===== src/rtl/pattern_scan_pkg.sv =====
// Shared types for the bit-serial pattern scan controller.
package pattern_scan_pkg;

  typedef enum logic [1:0] {
    IDLE  = 2'd0,
    LOAD  = 2'd1,
    SHIFT = 2'd2,
    DONE  = 2'd3
  } state_e;

endpackage


===== src/rtl/pattern_match_core.sv =====
// Mealy matcher over a serial bit stream: holds the bit history and fill level,
// flags a match combinationally on the current bit.
module pattern_match_core
  import pattern_scan_pkg::*;
#(
  parameter int unsigned PAT_W = 4
) (
  input  logic             clk,
  input  logic             rst_n,
  input  logic             bit_in,
  input  logic             valid,
  input  logic [PAT_W-1:0] pattern,
  input  logic             overlap,
  input  logic             clear,
  output logic             match_c
);

  localparam int unsigned FILL_W = $clog2(PAT_W);
  localparam logic [FILL_W-1:0] FILL_MAX = FILL_W'(PAT_W - 1);

  logic [PAT_W-2:0]  hist_q;
  logic [FILL_W-1:0] fill_q;

  assign match_c = valid && (fill_q >= FILL_MAX) && ({hist_q, bit_in} == pattern);

  // Without overlap a match consumes its bits, so the window restarts empty.
  always_ff @(posedge clk or negedge rst_n) begin
    if (!rst_n) begin
      hist_q <= '0;
      fill_q <= '0;
    end else if (clear) begin
      hist_q <= '0;
      fill_q <= '0;
    end else if (valid) begin
      if (match_c && !overlap) begin
        hist_q <= '0;
        fill_q <= '0;
      end else begin
        hist_q <= (PAT_W-1)'({hist_q, bit_in});
        fill_q <= (fill_q == FILL_MAX) ? fill_q : fill_q + FILL_W'(1);
      end
    end
  end

endmodule


===== src/rtl/pattern_scan_ctrl.sv =====
// Word-to-bit sequencer feeding the pattern matcher; counts matches per run and
// ends the run on the last word or when the match threshold is reached.
module pattern_scan_ctrl
  import pattern_scan_pkg::*;
#(
  parameter int unsigned WORD_W = 8,
  parameter int unsigned PAT_W  = 4,
  parameter int unsigned CNT_W  = 8
) (
  input  logic              clk,
  input  logic              rst_n,
  input  logic              start,
  input  logic [PAT_W-1:0]  cfg_pattern,
  input  logic              cfg_overlap,
  input  logic [CNT_W-1:0]  cfg_threshold,
  input  logic              in_valid,
  input  logic [WORD_W-1:0] in_data,
  input  logic              in_last,
  output logic              in_ready,
  output logic              bit_out,
  output logic              bit_valid,
  output logic              match,
  output logic [CNT_W-1:0]  match_count,
  output logic              busy,
  output logic              done
);

  localparam int unsigned IDX_W = $clog2(WORD_W);

  state_e             state_q, state_d;
  logic [WORD_W-1:0]  word_q;
  logic               last_q;
  logic [IDX_W-1:0]   idx_q;
  logic [PAT_W-1:0]   pat_q;
  logic               ovl_q;
  logic [CNT_W-1:0]   thr_q;

  logic clear_c;
  logic accept_c;
  logic thr_hit_c;
  logic match_c;

  pattern_match_core #(.PAT_W(PAT_W)) u_core (
    .clk     (clk),
    .rst_n   (rst_n),
    .bit_in  (bit_out),
    .valid   (bit_valid),
    .pattern (pat_q),
    .overlap (ovl_q),
    .clear   (clear_c),
    .match_c (match_c)
  );

  assign match = match_c;

  // Next-state decode; the threshold exit wins over the word-boundary exits.
  always_comb begin
    state_d   = state_q;
    clear_c   = 1'b0;
    accept_c  = 1'b0;
    thr_hit_c = 1'b0;
    case (state_q)
      IDLE: begin
        if (start) begin
          clear_c = 1'b1;
          state_d = LOAD;
        end
      end
      LOAD: begin
        accept_c = in_valid && in_ready;
        if (accept_c) state_d = SHIFT;
      end
      SHIFT: begin
        thr_hit_c = (thr_q != '0) && match_c &&
                    (({1'b0, match_count} + (CNT_W+1)'(1)) == {1'b0, thr_q});
        if (thr_hit_c)         state_d = DONE;
        else if (idx_q == '0)  state_d = last_q ? DONE : LOAD;
      end
      DONE:    state_d = IDLE;
      default: state_d = IDLE;
    endcase
  end

  // State, datapath and registered outputs decoded from the next state.
  always_ff @(posedge clk or negedge rst_n) begin
    if (!rst_n) begin
      state_q     <= IDLE;
      word_q      <= '0;
      last_q      <= 1'b0;
      idx_q       <= '0;
      pat_q       <= '0;
      ovl_q       <= 1'b0;
      thr_q       <= '0;
      match_count <= '0;
      in_ready    <= 1'b0;
      bit_out     <= 1'b0;
      bit_valid   <= 1'b0;
      busy        <= 1'b0;
      done        <= 1'b0;
    end else begin
      state_q   <= state_d;
      in_ready  <= (state_d == LOAD);
      bit_valid <= (state_d == SHIFT);
      busy      <= (state_d != IDLE);
      done      <= (state_d == DONE);

      if (clear_c) begin
        pat_q       <= cfg_pattern;
        ovl_q       <= cfg_overlap;
        thr_q       <= cfg_threshold;
        match_count <= '0;
      end else if ((state_q == SHIFT) && match_c && (match_count != '1)) begin
        match_count <= match_count + CNT_W'(1);
      end

      if (accept_c) begin
        word_q  <= in_data;
        last_q  <= in_last;
        idx_q   <= IDX_W'(WORD_W - 1);
        bit_out <= in_data[WORD_W-1];
      end else if ((state_q == SHIFT) && (state_d == SHIFT)) begin
        word_q  <= word_q << 1;
        idx_q   <= idx_q - IDX_W'(1);
        bit_out <= word_q[WORD_W-2];
      end else begin
        bit_out <= 1'b0;
      end
    end
  end

endmodule


===== config.mk =====
export PLATFORM = sky130hd
export DESIGN_NAME = pattern_scan_ctrl
export DESIGN_NICKNAME = d
export VERILOG_FILES = /design/src/rtl/pattern_scan_pkg.sv /design/src/rtl/pattern_match_core.sv /design/src/rtl/pattern_scan_ctrl.sv
export SDC_FILE = /design/constraint.sdc
export NUM_CORES = 1
export LEC_CHECK = 0
export CORE_MARGIN = 4
export CORE_UTILIZATION = 30
export DETAILED_ROUTE_END_ITERATION = 10
export PLACE_DENSITY_LB_ADDON = 0.1
export SLEW_MARGIN = 15
export SYNTH_ARGS = -nofsm -noshare
export SYNTH_HDL_FRONTEND = slang
export SYNTH_SLANG_ARGS = --single-unit

===== constraint.sdc =====
create_clock -name clk -period 6 [get_ports clk]
set_input_delay 1.5 -clock clk [delete_from_list [all_inputs] [get_ports clk]]
set_output_delay 1.5 -clock clk [all_outputs]
set_load 0.005 [all_outputs]

==> results.json <==
{
  "multi_input_area_um2": 1130,
  "synth_cell_types": 44,
  "worstPathCellList": "xnor2_1, nand3_1, nor4_1, clkdlybuf4s50_1",
  "clkSinkCount": 44,
  "synth_top_cell_area_share_pct": 47.1,
  "final.min_clock_period_ns": 3.38,
  "cp.depth": 4,
  "cp.arrival_ns": 1.88,
  "syn_to_final_growth_pct": 22.6,
  "rows": 31,
  "vias": 1880,
  "wl_um": 5360,
  "antenna_cells": 0,
  "grt.total_usage_pct": 12.7,
  "first_iter_violations": 72,
  "hold_class": "flop to flop",
  "slew_headroom_pct": 42.0,
  "status": "completed",
  "tns_ns": 0,
  "cts_made_buffers": 5,
  "path_buf_inv": 1,
  "grt_pass1_vias": 1849,
  "cts-hold-fix-buffers": 0,
  "slew_violations": 0,
  "netlist_top_cells_count": "nand2_1, dfrtp_1, o21ai_0",
  "period_share_pct": 56.3,
  "wl_per_cell_um": 13.8,
  "drc": 0,
  "critPathCaptureType": "output pin",
  "reg2reg_from": "match_count[0]",
  "avgSynthCellArea_um2": 9.20,
  "endpoint": "match",
  "num_io_pins": 40,
  "yosysMostFrequentCell": "nand2_1",
  "fp.dieW_um": 96.3,
  "ys_seq_area_share_pct": 47.1,
  "syn-num-nets": 284,
  "synth_top_area_cell": "dfrtp_1",
  "die-area_um2": 9270,
  "grt-ovfl-total": 0,
  "r2r_cells": 7,
  "async_flop_share_pct": 100,
  "io_buffers": 39,
  "drive_gt1_share_pct": 4.84,
  "rsz0062_at_grt": "false",
  "cpPeakStageDelay_ns": 0.56,
  "critPathLaunch": "bit_out",
  "cts_tree": "built",
  "cts-root-buf": "clkbuf_8",
  "fin_util_pct": 38.7,
  "clk_latency_ns": 0.29,
  "r2r_setup_slack_ns": 3.11,
  "critical_path_required_ns": 4.50,
  "fmax_ghz": 0.296,
  "clk_pin_slew_worst_paths_ns": 0.07,
  "grt_pass1_wl_um": 9190,
  "worst_pin_slew_ns": 0.869,
  "setup_violations": 0,
  "synth_seq_cells": 44,
  "leakage_nw": 1.26,
  "dp_hpwl_um": 3740,
  "grt_max_degree": 45,
  "synthCells": 254,
  "crit_fanout": 3,
  "cts-resized-gates": 0,
  "seq_area_um2": 1100,
  "syn_area_um2": 2340,
  "synth-main-ff-cell": "dfrtp_1",
  "coreArea_um2": 7410,
  "synth_edf_count": 0,
  "post_cts_buffers": 0,
  "crit_type": "flop to output pin",
  "yosysWarnings": 0,
  "vdd_drop_max_mv": 0.128,
  "postRouteAntennaNets": 0,
  "slowest_stage": "clkdlybuf4s50_1",
  "final_hold_viol_count": 0,
  "initial_core_util_pct": 31.5,
  "layout.nets": 319,
  "clock_path_buffers": 2,
  "r2r_end": "idx_q[2]",
  "antenna_found_initial": 0,
  "gp_congestion": 0.749,
  "worstSetupStartpointType": "flop",
  "chipHeight_um": 96.3,
  "maxCapViolCount": 0,
  "htreeDepth": 2,
  "p_per_area_nw_per_um2": 361,
  "fillers": 768,
  "fin_skew_ns": 0.0108,
  "first_pass_iters": 4,
  "synthTopCellsByArea": "dfrtp_1, nand2_1, o21ai_0, mux2i_1, xnor2_1",
  "cpLargestDelayFamily": "buffers and inverters",
  "routed_via_density": 4.85
}
==> power by group <==
part           internal [mW]  total, mW  switching [mW]
sequential             0.397      0.481          0.0839
clock                 0.0794      0.179          0.0994
combinational          0.174      0.374           0.200
==> how the worst min path moves through the flow <==
stage | from | to | slack [ns] | cells after the start
after detailed placement | ovl_q | ovl_q | 0.48 | 2
final | ovl_q | ovl_q | 0.49 | 2
after floorplan | ovl_q | ovl_q | 0.45 | 2
after global placement | idx_q[2] | idx_q[2] | 0.48 | 1
after global routing | pat_q[0] | pat_q[0] | 0.53 | 2
after CTS | ovl_q | ovl_q | 0.50 | 2
==> routing by layer <==
layer / GRT usage [%] / routed length, um / vias up
met1: 17.2 / 2610 / 885
met4: 3.55 / 57 / 0
li1: - / - / 953
met2: 20.2 / 2460 / 36
met3: 2.81 / 227 / 6
met5: 0 / 0 / -
==> flip-flops by register name, indices dropped and copies added (netlist names) <==
name / cells
pat_q: 4
u_core.fill_q: 2
last_q: 1
thr_q: 8
match_count: 8
bit_out: 1
u_core.hist_q: 3
ovl_q: 1
state_q: 2
done: 1
busy: 1
idx_q: 3
in_ready: 1
word_q: 7
bit_valid: 1
==> cell families (layout without fill, tap and decap cells) <==
logic type | after synthesis | count (layout) | share of synthesized area (%)
fa+ha+maj | 4 | 4 | 2.14
compound gates | 48 | 48 | 13.9
xor+xnor | 13 | 13 | 4.87
simple gates | 119 | 119 | 24.6
buf+inv | 19 | 54 | 4.44
flops | 44 | 44 | 47.1
mux | 7 | 7 | 3.00
==> tightest hold or removal path, cell delays in order (launching register included) <==
cell and delay (ns):
dfrtp_1 0.36, nand2_1 0.05, nand2_1 0.05
==> per-stage QoR <==
| step | setup slack (ns) | power [mW] | hold slack [ns] | cells | instance area, um^2 |
|---|---|---|---|---|---|
| CTS | 2.58 | 1.05 | 0.497 | 387 | 2850 |
| finish | 2.62 | 1.03 | 0.489 | 388 | 2870 |
| global route | 2.47 | 1.13 | 0.533 | 388 | 2870 |
| floorplan | 3.52 | 0.744 | 0.447 | 254 | 2340 |
| global placement | 2.73 | 0.860 | 0.477 | 380 | 2770 |
| detailed placement | 2.71 | 0.864 | 0.481 | 380 | 2770 |
==> cell type report <==
| type | instances | area share [%] |
|---|---|---|
| clock inverters | 1 | 0.175 |
| repair buffers | 40 | 14.1 |
| multi-input cells | 191 | 39.5 |
| flip-flops and latches | 44 | 38.4 |
| clock buffers | 6 | 2.53 |
| inverters | 7 | 0.917 |
| well taps | 99 | 4.32 |
==> layout by cell type, fill, tap and decap left out, types with 3 or more instances in the layout <==
cell type	instances
nand2_1	66
dfrtp_1	44
clkdlybuf4s50_1	38
o21ai_0	15
nor2_1	13
a21oi_1	11
nand3_1	10
inv_1	7
xnor2_1	7
mux2i_1	7
xor2_1	6
a221o_1	6
nor2b_1	5
clkbuf_8	5
o41ai_1	4
ha_1	4
nor3_1	3
nor3b_1	3
Note: power is estimated with default switching activity, not from simulation.
